**src/rtl/viterbi_pkg.sv**
```systemverilog
// rtl/viterbi_pkg.sv - shared trellis constants, types and helpers for encoder and decoder
package viterbi_pkg;

  localparam int K        = 3;
  localparam int TAIL_LEN = K - 1;

  localparam logic [2:0] G0_DEFAULT = 3'b111;
  localparam logic [2:0] G1_DEFAULT = 3'b101;

  // Row order matches the decoder's survivor memory: value = {s1,s0}
  typedef enum logic [1:0] {
    ST_00 = 2'b00,
    ST_01 = 2'b01,
    ST_10 = 2'b10,
    ST_11 = 2'b11
  } trellis_t;

  typedef logic [1:0] sym_t;

  typedef enum logic {
    DATA = 1'b0,
    TAIL = 1'b1
  } enc_state_e;

  function automatic logic parity3(input logic [2:0] v);
    return ^v;
  endfunction

endpackage

```
**src/rtl/conv_encoder_framer_if.sv**
```systemverilog
// rtl/conv_encoder_framer_if.sv - bit-in / symbol-out handshake bundle of the encoder framer
interface conv_encoder_framer_if;
  import viterbi_pkg::*;

  logic in_valid;
  logic in_bit;
  logic in_ready;
  logic flush;
  logic out_valid;
  sym_t out_sym;
  logic out_ready;
  logic out_first;
  logic out_last;

  // Upstream source and downstream sink view
  modport master (
    output in_valid, in_bit, flush, out_ready,
    input  in_ready, out_valid, out_sym, out_first, out_last
  );

  // Encoder view
  modport slave (
    input  in_valid, in_bit, flush, out_ready,
    output in_ready, out_valid, out_sym, out_first, out_last
  );

endinterface

```
**src/rtl/conv_enc_step.sv**
```systemverilog
// rtl/conv_enc_step.sv - one trellis step: code symbol and next state for input u
module conv_enc_step
  import viterbi_pkg::*;
#(
  parameter logic [2:0] G0 = G0_DEFAULT,
  parameter logic [2:0] G1 = G1_DEFAULT
) (
  input  logic     u,
  input  trellis_t state,
  output sym_t     sym,
  output trellis_t next_state
);

  logic [2:0] taps;

  // Taps are {u,s1,s0}; the new s1 is u and the old s1 slides into s0
  always_comb begin
    taps       = {u, state};
    sym        = {parity3(G0 & taps), parity3(G1 & taps)};
    next_state = trellis_t'({u, taps[1]});
  end

endmodule

```
**src/rtl/conv_encoder_framer.sv**
```systemverilog
// rtl/conv_encoder_framer.sv - rate-1/2 K=3 convolutional encoder with zero-tail frame builder
module conv_encoder_framer
  import viterbi_pkg::*;
#(
  parameter int          DATA_LEN = 6,
  parameter logic [2:0]  G0       = G0_DEFAULT,
  parameter logic [2:0]  G1       = G1_DEFAULT
) (
  input logic                 clk,
  input logic                 rst,
  conv_encoder_framer_if.slave bus
);

  localparam int             CW        = $clog2(DATA_LEN + 2);
  localparam logic [CW-1:0]  LAST_DATA = CW'(DATA_LEN - 1);
  localparam logic           LAST_TAIL = 1'(TAIL_LEN - 1);

  enc_state_e    state_q, state_d;
  trellis_t      shift_q, shift_d, step_next;
  logic [CW-1:0] count_q, count_d;
  logic          tail_idx_q, tail_idx_d;
  logic          out_valid_q, out_valid_d;
  logic          out_first_q, out_first_d;
  logic          out_last_q, out_last_d;
  sym_t          out_sym_q, out_sym_d, step_sym;
  logic          slot_free;
  logic          accept;
  logic          step_u;

  assign slot_free    = !out_valid_q || bus.out_ready;
  assign bus.in_ready = !rst && (state_q == DATA) && slot_free;
  assign accept       = bus.in_valid && bus.in_ready;
  // Tail steps feed zeros so the frame terminates in ST_00
  assign step_u       = (state_q == DATA) ? bus.in_bit : 1'b0;

  conv_enc_step #(
    .G0 (G0),
    .G1 (G1)
  ) u_step (
    .u          (step_u),
    .state      (shift_q),
    .sym        (step_sym),
    .next_state (step_next)
  );

  // Next-state: accept data bits, then emit the zero tail, loading the single output stage
  always_comb begin
    state_d     = state_q;
    shift_d     = shift_q;
    count_d     = count_q;
    tail_idx_d  = tail_idx_q;
    out_valid_d = out_valid_q && !bus.out_ready;
    out_sym_d   = out_sym_q;
    out_first_d = out_first_q;
    out_last_d  = out_last_q;
    case (state_q)
      DATA: begin
        if (accept) begin
          out_valid_d = 1'b1;
          out_sym_d   = step_sym;
          out_first_d = (count_q == '0);
          out_last_d  = 1'b0;
          shift_d     = step_next;
          count_d     = count_q + 1'b1;
          // A flush alongside an accepted bit closes the frame after that bit
          if (count_q == LAST_DATA || bus.flush) begin
            state_d    = TAIL;
            tail_idx_d = 1'b0;
          end
        end else if (bus.flush && count_q != '0) begin
          state_d    = TAIL;
          tail_idx_d = 1'b0;
        end
      end
      TAIL: begin
        if (slot_free) begin
          out_valid_d = 1'b1;
          out_sym_d   = step_sym;
          out_first_d = 1'b0;
          out_last_d  = (tail_idx_q == LAST_TAIL);
          shift_d     = step_next;
          if (tail_idx_q == LAST_TAIL) begin
            state_d    = DATA;
            count_d    = '0;
            tail_idx_d = 1'b0;
          end else begin
            tail_idx_d = tail_idx_q + 1'b1;
          end
        end
      end
      default: state_d = DATA;
    endcase
  end

  // State and output register; reset abandons any open frame including its tail
  always_ff @(posedge clk) begin
    if (rst) begin
      state_q     <= DATA;
      shift_q     <= ST_00;
      count_q     <= '0;
      tail_idx_q  <= 1'b0;
      out_valid_q <= 1'b0;
      out_sym_q   <= '0;
      out_first_q <= 1'b0;
      out_last_q  <= 1'b0;
    end else begin
      state_q     <= state_d;
      shift_q     <= shift_d;
      count_q     <= count_d;
      tail_idx_q  <= tail_idx_d;
      out_valid_q <= out_valid_d;
      out_sym_q   <= out_sym_d;
      out_first_q <= out_first_d;
      out_last_q  <= out_last_d;
    end
  end

  assign bus.out_valid = out_valid_q;
  assign bus.out_sym   = out_sym_q;
  assign bus.out_first = out_first_q;
  assign bus.out_last  = out_last_q;

endmodule

```
**src/flat_wrapper.sv**
```systemverilog
// flat-port wrapper written by rule: the top's interface ports become plain ports
module conv_encoder_framer_flat import viterbi_pkg::*;
#(
  parameter int          DATA_LEN = 6,
  parameter logic [2:0]  G0       = G0_DEFAULT,
  parameter logic [2:0]  G1       = G1_DEFAULT
)
  (clk, rst, bus_in_valid, bus_in_bit, bus_flush, bus_out_ready, bus_in_ready, bus_out_valid, bus_out_sym, bus_out_first, bus_out_last);
  conv_encoder_framer_if bus_i ();
  input logic clk;
  input logic rst;
  input wire logic [$bits(bus_i.in_valid)-1:0] bus_in_valid;
  input wire logic [$bits(bus_i.in_bit)-1:0] bus_in_bit;
  input wire logic [$bits(bus_i.flush)-1:0] bus_flush;
  input wire logic [$bits(bus_i.out_ready)-1:0] bus_out_ready;
  output wire logic [$bits(bus_i.in_ready)-1:0] bus_in_ready;
  output wire logic [$bits(bus_i.out_valid)-1:0] bus_out_valid;
  output wire logic [$bits(bus_i.out_sym)-1:0] bus_out_sym;
  output wire logic [$bits(bus_i.out_first)-1:0] bus_out_first;
  output wire logic [$bits(bus_i.out_last)-1:0] bus_out_last;
  assign bus_i.in_valid = bus_in_valid;
  assign bus_i.in_bit = bus_in_bit;
  assign bus_i.flush = bus_flush;
  assign bus_i.out_ready = bus_out_ready;
  assign bus_in_ready = bus_i.in_ready;
  assign bus_out_valid = bus_i.out_valid;
  assign bus_out_sym = bus_i.out_sym;
  assign bus_out_first = bus_i.out_first;
  assign bus_out_last = bus_i.out_last;
  conv_encoder_framer #(.DATA_LEN(DATA_LEN), .G0(G0), .G1(G1)) u_core (.clk(clk), .rst(rst), .bus(bus_i));
endmodule
```
**config.mk**
```make
export PLATFORM = sky130hd
export DESIGN_NAME = conv_encoder_framer_flat
export DESIGN_NICKNAME = d
export VERILOG_FILES = /design/src/rtl/viterbi_pkg.sv /design/src/rtl/conv_encoder_framer_if.sv /design/src/rtl/conv_enc_step.sv /design/src/rtl/conv_encoder_framer.sv /design/src/flat_wrapper.sv
export SDC_FILE = /design/constraint.sdc
export NUM_CORES = 1
export LEC_CHECK = 0
export CORE_AREA = 2 2 39 41
export CTS_BUF_LIST = sky130_fd_sc_hd__clkbuf_8
export CTS_CLUSTER_DIAMETER = 40
export CTS_CLUSTER_SIZE = 8
export DETAILED_ROUTE_END_ITERATION = 12
export DIE_AREA = 0 0 41 43
export GPL_ROUTABILITY_DRIVEN = 0
export PLACE_DENSITY = 0.83
export SLEW_MARGIN = 0
export SYNTH_ARGS = -nofsm -noshare
export SYNTH_HDL_FRONTEND = slang
export SYNTH_SLANG_ARGS = --single-unit
```
**constraint.sdc**
```tcl
create_clock -name clk -period 2.7 [get_ports clk]
set_input_delay 0.54 -clock clk [delete_from_list [all_inputs] [get_ports clk]]
set_output_delay 0.54 -clock clk [all_outputs]
set_load 0.005 [all_outputs]
```
Word-level counts from Yosys, hierarchy flattened --
Cells that the tools add are included.
Word-level totals: flip-flop bits (word level) 12, input bits 6, output and inout port bits 6, word-level logic and storage cells 66
Operators by class: add/subtract/negate cells 2, equality and inequality tests 6, mux-type cells 32, bitwise gates (word level) 1, reduce and logical (&&, ||, !) cells 17
Operators by type and width (number):
- 2-to-1 mux 1 bit | 17
- one-hot mux 1 bit (2 select lines) | 5
- 2-to-1 mux 3 bit | 3
- 2-to-1 mux 2 bit | 4
- one-hot mux 2 bit (2 select lines) | 2
- one-hot mux 3 bit (2 select lines) | 1
- AND reduction 3 bit | 2
- parity 3 bit | 2
- logical AND 1 bit | 5
- != test 2 bit, second input constant | 2
- adder 3 x 1 -> 3 bit, second input constant | 1
- == test 3 bit, second input constant | 1
- logical NOT 1 bit | 3
- logical NOT 3 bit | 1
- != test 3 x 2 -> 1 bit, second input constant | 1
- != test 3 bit, second input constant | 1
- nonzero test 3 bit | 1
- logical OR 1 bit | 2
- != test 2 x 1 -> 1 bit, second input constant | 1
- AND reduction 2 bit | 1
- adder 1 bit, second input constant | 1
- NOT 1 bit | 1

Longest topological paths before layout --
word-level depth 6, depth in mapped cells 6, depth with buffers taken out 6

By module --
Synthesis repeated with hierarchy kept, for this count alone.
Second synthesis, totals: cells, all modules 68, area total of the unflattened synthesis 673.1 um^2
Modules (own cells, without submodules):
- conv_encoder_framer | instances 1, cells an instance 64, area each 625.6 um^2
- conv_enc_step | instances 1, cells an instance 4, area each 47.5 um^2

Worst setup path after synthesis --
No wires, ideal clock.
kind input port to flip-flop, from input rst, to register u_core.state_q, library setup time 0.091 ns, arrival time 1.466 ns, slack 1.143 ns, cell stages on the path 3, path through or3b_4 -> or3_1 -> a311oi_1
On the way: cells in the longest elaborated chain, start to end 6
RTL lines:
- from (decl) | RTL line flat_wrapper.sv:11 | input logic rst;
- logical NOT 1 bit | RTL line conv_encoder_framer.sv:31 | assign bus.in_ready = !rst && (state_q == DATA) && slot_free;
- logical AND 1 bit (2 in a row) | RTL line conv_encoder_framer.sv:31
- logical AND 1 bit | RTL line conv_encoder_framer.sv:32 | assign accept = bus.in_valid && bus.in_ready;
- 2-to-1 mux 1 bit | RTL line conv_encoder_framer.sv:58 | if (accept) begin
- one-hot mux 1 bit (2 select lines) | RTL line conv_encoder_framer.sv:56 | case (state_q)
- to (signal assigned) | RTL line conv_encoder_framer.sv:107 | state_q <= state_d;
- to (decl) | RTL line conv_encoder_framer.sv:18 | enc_state_e state_q, state_d;
Several ways; a longest one is shown, not always the timed one. A chain may end at the register's enable or synchronous reset.

Worst setup path in the final report --
from input bus_out_ready, to output bus_in_ready
On the way: cells in the longest elaborated chain, start to end 2
RTL lines:
- from (decl) | RTL line flat_wrapper.sv:15 | input wire logic [$bits(bus_i.out_ready)-1:0] bus_out_ready;
- logical OR 1 bit | RTL line conv_encoder_framer.sv:30 | assign slot_free = !out_valid_q || bus.out_ready;
- logical AND 1 bit | RTL line conv_encoder_framer.sv:31
- to (decl) | RTL line flat_wrapper.sv:16 | output wire logic [$bits(bus_i.in_ready)-1:0] bus_in_ready;
No other way between the ends.

==> impl_metrics.yaml <==
outcome:
  status: "finished clean"
yosys:
  postSynthAreaPerCell_um2: 8.852
  syn-instance-count: 67
  ys.warnings.count: 0
  yosys.area.top_type_share_pct: 40.51
  ys_top_cells_by_area: "dfxtp_1, mux2i_1, ha_1, a21oi_1, nor2_1"
  synth-seq-area-share_pct: 40.51
  ys_types: 24
  yosysTopAreaCell: "dfxtp_1"
  synth-seq-cells: 12
  syn_area_um2: 593.1
  synth_nets: 76
worst_hold_path:
  holdCritPathClass: "register to register"
layout:
  layout_common_cells: "dfxtp_1, clkdlybuf4s50_1, nor2_1"
  regArea_um2: 240.2
  nNetsFinal: 90
  drive_gt1_share_pct: 7.500
  antenna_cells: 0
  mostFrequentLayoutCell: "dfxtp_1"
  multiInputGateArea_um2: 322.8
  final.fill_count: 129
  synthToLayoutAreaGrowth_pct: 29.32
timing:
  fin_skew_ns: 0.001927
  fin_crit_ns: 2.430
  rsz0062_at_grt: "no"
  tns_ns: 0
  relSlewSlack_pct: 61.10
  final.period_utilization_pct: 89.99
  setup_ws_ns: 0.2702
  worst_pin_slew_ns: 0.5796
  finalHoldViolations: 0
  fmax_mhz: 411.6
  slew_viol_final: 0
  setup_viol: 0
critical_path:
  cpLargestDelayFamily: "buffers and inverters"
  end_kind: "primary output"
  cp_num_buf_inv: 2
  critPathArrivalTime_ns: 1.89
  cp-start-kind: "input pin"
  cpMaxStageDelayCell: "clkdlybuf4s50_1"
  cpPeakStageDelay_ns: 0.46
  crit_top_cell: "clkdlybuf4s50_1"
  cp_max_fo: 8
  cp.required_ns: 2.16
  path_class: "input pin to primary output"
  path_cells: "clkdlybuf4s50_1 -> nor2b_1 -> nor3_1 -> clkdlybuf4s50_1"
cts:
  clk_pin_slew_ns: 0.05
  cts-resized-gates: 0
  cts.path.max_buffers: 2
  cts_sinks: 12
  post_cts_buffers: 0
  ctsHoldBuffers: 0
  clockRootBuffer: "clkbuf_8"
  cts_inserted_buffers: 3
  h-tree-depth: 1
  cts_tree: "built"
  clk_latency_ns: 0.24
pwr:
  p_per_area_nw_per_um2: 622.0
  p_leak_nw: 0.3204
  vdd_drop_max_mv: 0.4277
route:
  dr.pass1.iters: 4
  viasPerCell: 5.354
  routedWlPerCell_um: 12.33
  finalWirelength_um: 1184
  drc: 0
  antenna_left: 0
  drt_iter0_drc: 15
  vias: 514
placed_design:
  post-place-ws_ns: 0.2564
  dpl.hpwl_um: 863.8
  portBuffers: 11
global_route:
  grt_start_max_net_pins: 11
  grt_pass1_vias: 419
  track_usage_pct: 14.63
  grt_pass1_wl_um: 1683
  antenna_found_initial: 0
  overflow: 0
floorplanning:
  die_h_um: 43
  die_w_um: 41
  start_util_pct: 42.86
  dieArea_um2: 1763
  core_um2: 1384
  io_pins: 12
  placementRows: 14
job:
  cap_viol_max_count: 0
## cells in the mapped netlist
master,number
clkbuf_1,2
o211a_1,1
a22oi_1,1
a211oi_1,1
or3_1,2
nor2_1,9
nor3_1,3
nand3b_1,1
inv_1,3
nor2b_1,5
nand2b_1,2
o21ai_1,1
o31ai_1,1
o211ai_1,2
a21oi_1,7
buf_6,1
ha_1,3
a311oi_1,1
nand2_1,2
or3b_4,1
xnor2_1,1
mux2i_1,4
dfxtp_1,12
xor2_1,1
## path summary, 6_finish.rpt
kind              slack (ns)                 from                   to  depth (start not counted)
setup / recovery        0.27        bus_out_ready         bus_in_ready                          4
hold / removal          0.48  u_core.bus.out_last  u_core.bus.out_last                          2
setup reg to reg        1.10       u_core.state_q       u_core.state_q                          3
hold reg to reg         0.48  u_core.bus.out_last  u_core.bus.out_last                          2
## area by class of cell
cell class              instances  area share (%)
inverters                       3           1.468
well taps                      16           2.610
repair buffers                 12           15.33
clock buffers                   4           7.178
multi-input cells              49           42.09
flip-flops and latches         12           31.32
## flip-flops by register name, indices dropped and copies added (netlist names)
register              cells
u_core.count_q            3
u_core.bus.out_first      1
u_core.tail_idx_q         1
u_core.bus.out_last       1
u_core.state_q            1
u_core.shift_q            2
u_core.bus.out_sym        2
u_core.bus.out_valid      1
## metal layers
metal  track usage (%)  share of wire, %  vias to the layer above
met4             6.000               1.4                        0
met5                 0                 0                        -
met2             21.25                49                       15
met3             9.424               6.8                        2
met1             16.34                42                      240
li1                  -                 -                      257
## worst register-to-register path: stages (launching register included)
cell and delay [ns]:
dfxtp_1 0.42, or3b_4 0.47, or3_1 0.34, a311oi_1 0.28
## logic make-up after synthesis
family          synth area share, %
flops                         40.51
compound gates                16.24
simple gates                  22.15
fa+ha+maj                     6.330
mux                           6.751
xor+xnor                      2.954
buf+inv                       5.063
## power breakdown
group          switching, mW  internal, mW
Clock                 0.0693         0.129
Sequential            0.0119         0.189
Combinational         0.0351        0.0424
Total                  0.116         0.361
## through the flow
| stage | instances | instance area, um^2 | utilization, % | hold slack (ns) | power [mW] |
|---|---|---|---|---|---|
| 6_report | 96 | 767.0 | 55.43 | 0.4835 | 0.4771 |
| 5_1_grt | 96 | 767.0 | 55.43 | 0.5201 | 0.5017 |
| 4_1_cts | 96 | 767.0 | 55.43 | 0.4880 | 0.4817 |
| 3_5_place_dp | 92 | 711.9 | 51.45 | 0.4789 | 0.2818 |
| 3_3_place_gp | 92 | 711.9 | 51.45 | 0.4731 | 0.2794 |
| 2_1_floorplan | 67 | 593.1 | - | 0.4766 | 0.2520 |
Note: power is estimated with default switching activity, not from simulation.
